[src/rtl/add_arb.sv]
// add_arb -- round-robin arbiter/sequencer sharing one registered adder
// among NREQ requesters. One operation in flight at a time:
//   IDLE -> ISSUE (en pulse) -> WAIT (for ack) -> RESP -> IDLE
//
// Ports
//   clk, reset     rising-edge clock, asynchronous active-high reset
//   req            per-requester request level
//   req_a, req_b   packed operands, requester i at [i*DW +: DW]
//   gnt            one-hot 1-cycle grant (operands captured)
//   rsp_valid      one-hot 1-cycle response strobe
//   rsp_data       result, held until the next response
//   rsp_err        timeout flag, qualified by rsp_valid
//   add_a, add_b   operands to the adder, held from issue to next grant
//   add_en         1-cycle enable to the adder
//   add_out        adder result
//   add_ack        adder acknowledge (only observed in WAIT)
//
// Optional feature: define ADD_ARB_TIMEOUT_EN to abort WAIT after TIMEOUT
// cycles without add_ack (response with rsp_err=1, rsp_data=0).

module add_arb #(
    parameter int NREQ    = 4,
    parameter int DW      = 8,
    parameter int OW      = 16,
    parameter int TIMEOUT = 16
) (
    input  logic                 clk,
    input  logic                 reset,
    input  logic [NREQ-1:0]      req,
    input  logic [NREQ*DW-1:0]   req_a,
    input  logic [NREQ*DW-1:0]   req_b,
    output logic [NREQ-1:0]      gnt,
    output logic [NREQ-1:0]      rsp_valid,
    output logic [OW-1:0]        rsp_data,
    output logic                 rsp_err,
    output logic [DW-1:0]        add_a,
    output logic [DW-1:0]        add_b,
    output logic                 add_en,
    input  logic [OW-1:0]        add_out,
    input  logic                 add_ack
);

    localparam int PW = (NREQ > 1) ? $clog2(NREQ) : 1;

    typedef enum logic [1:0] {IDLE, ISSUE, WAIT, RESP} state_t;

    state_t                   state;
    logic [PW-1:0]            ptr;
    logic [PW-1:0]            owner;

    // Operand buses viewed per requester.
    logic [NREQ-1:0][DW-1:0]  opa, opb;
    assign opa = req_a;
    assign opb = req_b;

    function automatic logic [NREQ-1:0] onehot(input logic [PW-1:0] i);
        onehot = {{(NREQ-1){1'b0}}, 1'b1} << i;
    endfunction

    // Round-robin pick: first set req bit scanning upward from ptr, wrapping.
    logic          found;
    logic [PW-1:0] win;
    int            idx;
    always_comb begin
        found = 1'b0;
        win   = '0;
        idx   = 0;
        for (int k = 0; k < NREQ; k++) begin
            idx = int'(ptr) + k;
            if (idx >= NREQ) idx = idx - NREQ;
            if (!found && req[idx[PW-1:0]]) begin
                found = 1'b1;
                win   = idx[PW-1:0];
            end
        end
    end

    logic [PW-1:0] ptr_nxt;
    assign ptr_nxt = (owner == PW'(NREQ-1)) ? '0 : owner + 1'b1;

`ifdef ADD_ARB_TIMEOUT_EN
    localparam int CW = $clog2(TIMEOUT+1);
    logic [CW-1:0] cnt;
    logic          err_q;
    assign rsp_err = err_q;
`else
    assign rsp_err = 1'b0;
`endif

    always_ff @(posedge clk or posedge reset) begin
        if (reset) begin
            state     <= IDLE;
            ptr       <= '0;
            owner     <= '0;
            gnt       <= '0;
            rsp_valid <= '0;
            rsp_data  <= '0;
            add_a     <= '0;
            add_b     <= '0;
            add_en    <= 1'b0;
`ifdef ADD_ARB_TIMEOUT_EN
            cnt       <= '0;
            err_q     <= 1'b0;
`endif
        end else begin
            case (state)
                IDLE: begin
                    if (found) begin
                        add_a  <= opa[win];
                        add_b  <= opb[win];
                        add_en <= 1'b1;
                        gnt    <= onehot(win);
                        owner  <= win;
                        state  <= ISSUE;
                    end
                end
                ISSUE: begin
                    add_en <= 1'b0;
                    gnt    <= '0;
`ifdef ADD_ARB_TIMEOUT_EN
                    cnt    <= '0;
`endif
                    state  <= WAIT;
                end
                WAIT: begin
                    if (add_ack) begin
                        rsp_data  <= add_out;
                        rsp_valid <= onehot(owner);
                        ptr       <= ptr_nxt;
                        state     <= RESP;
`ifdef ADD_ARB_TIMEOUT_EN
                        err_q     <= 1'b0;
                    end else if (cnt == CW'(TIMEOUT-1)) begin
                        // This is the TIMEOUT-th WAIT cycle without ack.
                        rsp_data  <= '0;
                        rsp_valid <= onehot(owner);
                        err_q     <= 1'b1;
                        ptr       <= ptr_nxt;
                        state     <= RESP;
                    end else begin
                        cnt       <= cnt + 1'b1;
`endif
                    end
                end
                RESP: begin
                    rsp_valid <= '0;
`ifdef ADD_ARB_TIMEOUT_EN
                    err_q     <= 1'b0;
`endif
                    state     <= IDLE;
                end
                default: state <= IDLE;
            endcase
        end
    end

endmodule

[config.mk]
export PLATFORM = sky130hd
export DESIGN_NAME = add_arb
export DESIGN_NICKNAME = d
export VERILOG_FILES = /design/src/rtl/add_arb.sv
export SDC_FILE = /design/constraint.sdc
export NUM_CORES = 1
export LEC_CHECK = 0
export CAP_MARGIN = 20
export CORE_ASPECT_RATIO = 0.8
export CORE_MARGIN = 1.5
export CORE_UTILIZATION = 50
export CTS_CLUSTER_SIZE = 40
export DETAILED_ROUTE_END_ITERATION = 10
export DONT_BUFFER_PORTS = 1
export SETUP_SLACK_MARGIN = 0.15
export SLEW_MARGIN = 15
export SYNTH_ARGS = -nofsm -noshare
export SYNTH_HDL_FRONTEND = slang
export SYNTH_SLANG_ARGS = --single-unit
export TNS_END_PERCENT = 30
[constraint.sdc]
create_clock -name clk -period 3.15 [get_ports clk]
set_input_delay 0.4725 -clock clk [delete_from_list [all_inputs] [get_ports clk]]
set_output_delay 0.4725 -clock clk [all_outputs]
set_load 0.03 [all_outputs]
======== Word level (Yosys, flattened, before mapping) ========
Cells that the tools add are included.
word-level totals
  register bits ........................... 47
  bits in latches ......................... 0
  bits in writable memories ............... 0
  memory bits (read-only) ................. 0
  input port bits ......................... 87
  logic and storage cells ................. 82
  memories kept ........................... 0
operators by class
  $add $sub $neg .......................... 8
  $mul .................................... 0
  divide/modulo/power cells ............... 0
  magnitude comparators ................... 9
  eq/ne operators ......................... 6
  shift operators ......................... 2
  multiplexer cells ....................... 34
  bitwise logic cells ..................... 0
  reduce and logical (&&, ||, !) cells .... 14
operators with widths
  operator               number
  $bmux W8 S2            2
  $mux W2                11
  $mux W8                2
  $pmux W4 S2            2
  $lt A2 B3 Y1 const B   5
  $reduce_and A2 Y1      5
  $ge A3 B3 Y1 const B   3
  $mux W1                9
  $bmux W1 S2            4
  $mux W4                2
  $pmux W2 S4            1
  $shl A1 B2 Y4 const A  2
  $sub A2 B1 Y2 const B  4
  $add A2 B2 Y3 const B  2
  $eq A2 B2 Y1 const B   3
  $ne A2 B2 Y1 const B   2
  $reduce_bool A2 Y1     2
  $add A2 B1 Y3 const B  1
  $ge A2 B3 Y1 const B   1
  $logic_and A1 B1 Y1    3
  $logic_not A1 Y1       3
  $add A2 B1 Y2 const B  1
  $eq A2 B1 Y1 const B   1
  $logic_not A2 Y1       1
  $pmux W1 S2            1

======== Longest topological paths before layout ========
  depth in word-level cells ............... 17
  mapped depth ............................ 7
  gate-level depth less buffers ........... 6

======== Worst setup path after synthesis ========
Ideal clock, no wire load.
  path kind ............................... input to register
  from .................................... in req[0]
  to ...................................... reg add_a[0]
  data arrival time ....................... 1.769 ns
  setup slack ............................. 1.256 ns
  stages .................................. 6
  cell sequence ........................... buf_6 nor2b_4 a211o_1 a21oi_4 mux2_1 o2bb2ai_1
between the ends
  word-level cells in the longest chain between the ends .. 14
  elaborated cells between the ends (all ways) .. 25
  classes of those cells .................. mux: 18; reduce/logical: 7
RTL lines
  item                           RTL line  RTL
  from (decl)                    29        input logic [NREQ-1:0] req,
  $bmux W1 S2                    71        if (!found && req[idx[PW-1:0]]) begin
  $mux W1 (implied by the code)  71
  $mux W1                        71
  $logic_not A1 Y1               71
  $logic_and A1 B1 Y1            71
  $mux W1                        71
  $logic_not A1 Y1               71
  $logic_and A1 B1 Y1            71
  $mux W1                        71
  $logic_not A1 Y1               71
  $logic_and A1 B1 Y1            71
  $mux W2                        71
  $bmux W8 S2                    109       add_a <= opa[win];
  $mux W8 (implied by the code)  109
  to (signal assigned)           109
  to (decl)                      36        output logic [DW-1:0] add_a,
Several ways; a longest one is shown, not always the timed one. The select of a mux whose other input is x is not followed.
A chain may end at the register's enable or synchronous reset.

======== Worst setup path in the final report ========
  from .................................... reg ptr[0]
  to ...................................... reg add_b[6]
between the ends
  word-level cells in the longest chain between the ends .. 16
  elaborated cells between the ends (all ways) .. 40
  classes of those cells .................. add/sub: 7; order compare: 4; mux: 22; reduce/logical: 7
RTL lines
  item                                                    RTL line  RTL
  from (decl)                                             48        logic [PW-1:0] ptr;
  from (signal assigned)                                  129       ptr <= ptr_nxt;
  branches (longest 16 deep; another with $add A2 B1 Y3)  n/a
  to (signal assigned)                                    110       add_b <= opb[win];
  to (decl)                                               37        output logic [DW-1:0] add_b,
Parallel ways; which one is timed is not known. The select of a mux whose other input is x is not followed.

==> out/results.ini <==
[sta]
finalSetupViolCount=0
slew_headroom_pct=48.77
hold_violations=0
final_max_slew_viol_count=0
final.setup.worst_slack_ns=0.9760
rsz0062_at_grt=false
final.min_clock_period_ns=2.174
whs_ns=0.3106
worstMarginPinSlew_ns=0.7665
fin_crit_sh_pct=69.02
fmax_ghz=0.4600
clock_skew_ns=0.009587
tns_ns=0

[power]
power.total_mw=3.107
p_comb_share_pct=35.3
p_switching_mw=1.564
p_per_area_mw_per_mm2=1174
peakVddDrop_mv=0.5686
intPower_mw=1.543
switching_share_pct=50.34
p_leak_nw=1.123
pwr-share-clk_pct=11.9
p_seq_share_pct=52.8

[placement]
place_ws_ns=0.9425
place_area_mm2=0.002522
dp_hpwl_um=4411
dp_cells=282
io_buffer_count=0
place.gp.congestion=0.9679

[synthesis]
synthArstFlopShare_pct=100.0
yosysTopAreaCell=dfrtp_1
ys_top_cells_by_area=dfrtp_1, mux2_2, a221oi_1, mux2i_1, ha_1
synthDominantCellAreaShare_pct=45.39
syn_inst=237
synth_edf_count=0
syn_area_per_cell_um2=10.93
synth.most_common_cell=dfrtp_1
syn_nets=333
syn_area_mm2=0.002591
ys.flop_type=dfrtp_1
yosys_register_bits=47
seq_area_frac_synth_pct=45.39
yosys_warnings=0
synthTopCellsByCount=dfrtp_1, nor2_1, o21ai_0
synth.distinct_cells=38

[grt]
antenna_found_initial=0
gr-total-overflow=0
grt_pass1_wl_um=8963
grt_max_degree=48
grt.total_usage_pct=20.55
grt_pass1_vias=1797

[hold_path]
min_path_type=primary input to flop
hold_path_end=rsp_data[14]
worstHoldStart=add_out[14]
hold_path_depth=1

[critical_path]
crit_path_start_kind=flop
rr_startpoint=ptr[0]
reg2reg_slack_ns=0.98
worstSetupPathType=flop to flop
crit_required_ns=3.33
setup.worst_path.end_class=flop
crit_path_max_fanout=17
reg2reg_depth=5
r2r_end=add_b[6]
critPathArrivalTime_ns=2.35

[layout]
fin_cells=292
finish.utilization_pct=52.85
drive_above_1_share_pct=15.22
layout.nets=325
final_area_mm2=0.002646
num-fill-cells=438
diodes=0
area_delta_synth_final_pct=2.125

[clocking]
cts.sinks=47
cts.path.max_buffers=2
cts-root-buf=clkbuf_8
cts_buffers=5
tritoncts=done
cts.clk_slew.worst_paths_ns=0.09
insertion_delay_ns=0.30
h-tree-depth=2

[route]
drc=0
final_antenna_net_count=0
firstDrtPassIters=4
post_drt_wl_per_cell_um=20.34
wl_um=5940
via_count=1848
viasPerCell=6.329
drt_iter0_markers=89

[die]
die_h_um=67.39
io_pins=129
start_util_pct=51.75
core_mm2=0.005007
dieArea_mm2=0.005626
rows=23
die_x_um=83.49

[job]
cap_violations=0

[run_status]
status=completed

==> per-layer routing <==
metal / GRT usage, % / vias to the layer above / routed length, µm / part of all wire, %
met1: 25.55 / 901 / 2477 / 42
met4: 7.582 / 0 / 72 / 1.2
li1: - / 853 / - / -
met5: 0 / - / 0 / 0
met2: 34.25 / 86 / 2951 / 50
met3: 6.724 / 8 / 439 / 7.4
==> state kept, by name (all words and copies together), names as in the netlist <==
| register | cells |
|---|---|
| ptr | 2 |
| add_en | 1 |
| state | 2 |
| gnt | 4 |
| rsp_data | 16 |
| owner | 2 |
| add_b | 8 |
| rsp_valid | 4 |
| add_a | 8 |
==> worst max-delay path, stage by stage, from the launching register on <==
cell	delay (ns)
dfrtp_1	0.54
nor2b_4	0.08
a211o_1	0.31
a21oi_4	0.61
mux2_1	0.39
o2bb2ai_1	0.13
==> final cells by class <==
type / count / area [µm²] / area share, %
multi-input cells: 163 / 1224 / 46.24
repair buffers: 4 / 45.04 / 1.702
flip-flops and latches: 47 / 1176 / 44.44
clock buffers: 5 / 68.82 / 2.600
well taps: 62 / 77.57 / 2.931
clock inverters: 3 / 25.02 / 0.9456
inverters: 8 / 30.03 / 1.135
==> cell families after synthesis <==
| family | share of synthesized area, % |
|---|---|
| simple gates | 7.533 |
| mux | 14.10 |
| flops | 45.39 |
| buf+inv | 7.484 |
| fa+ha+maj | 4.346 |
| compound gates | 21.00 |
| other cells | 0.1447 |
==> worst max path at each step <==
| stage | startpoint | end | slack [ns] | cells past startpoint |
|---|---|---|---|---|
| 2_1_floorplan | req[0] | add_a[0] | 1.26 | 6 |
| 3_3_place_gp | req[0] | gnt[2] | 1.03 | 4 |
| 3_5_place_dp | req[0] | gnt[2] | 0.94 | 4 |
| 4_1_cts | ptr[0] | add_b[6] | 0.99 | 5 |
| 5_1_grt | ptr[0] | add_b[6] | 0.90 | 5 |
| 6_report | ptr[0] | add_b[6] | 0.98 | 5 |
==> timing repair <==
item | 4_1_cts | 5_1_grt
buffers inserted | 0 | 0
hold endpoints to repair | 0 | 12
resized for setup | 0 | 0
setup endpoints to repair | 0 | 0
hold buffers | 0 | 1
==> power groups by stage <==
stage,logic [mW],registers [mW],clock network [mW]
2_1_floorplan,1.02,1.55,0
3_3_place_gp,1.02,1.64,0
3_5_place_dp,1.09,1.65,0
4_1_cts,1.10,1.64,0.379
5_1_grt,1.23,1.68,0.411
6_report,1.10,1.64,0.371
==> placed cells by master, fill, tap and decap left out, drive strengths merged, types with 2 or more instances in the layout <==
cell / n
o2bb2ai: 3
nand2b: 3
o211a: 2
mux2: 20
o21ai: 21
mux2i: 14
a221oi: 16
inv: 8
a21oi: 7
nand3: 2
ha: 9
buf: 3
o221a: 2
dfrtp: 47
o22ai: 14
nor2: 26
clkinv: 2
a22o: 8
nor2b: 2
clkbuf: 5
nand2: 6
Note: power is estimated with default switching activity, not from simulation.
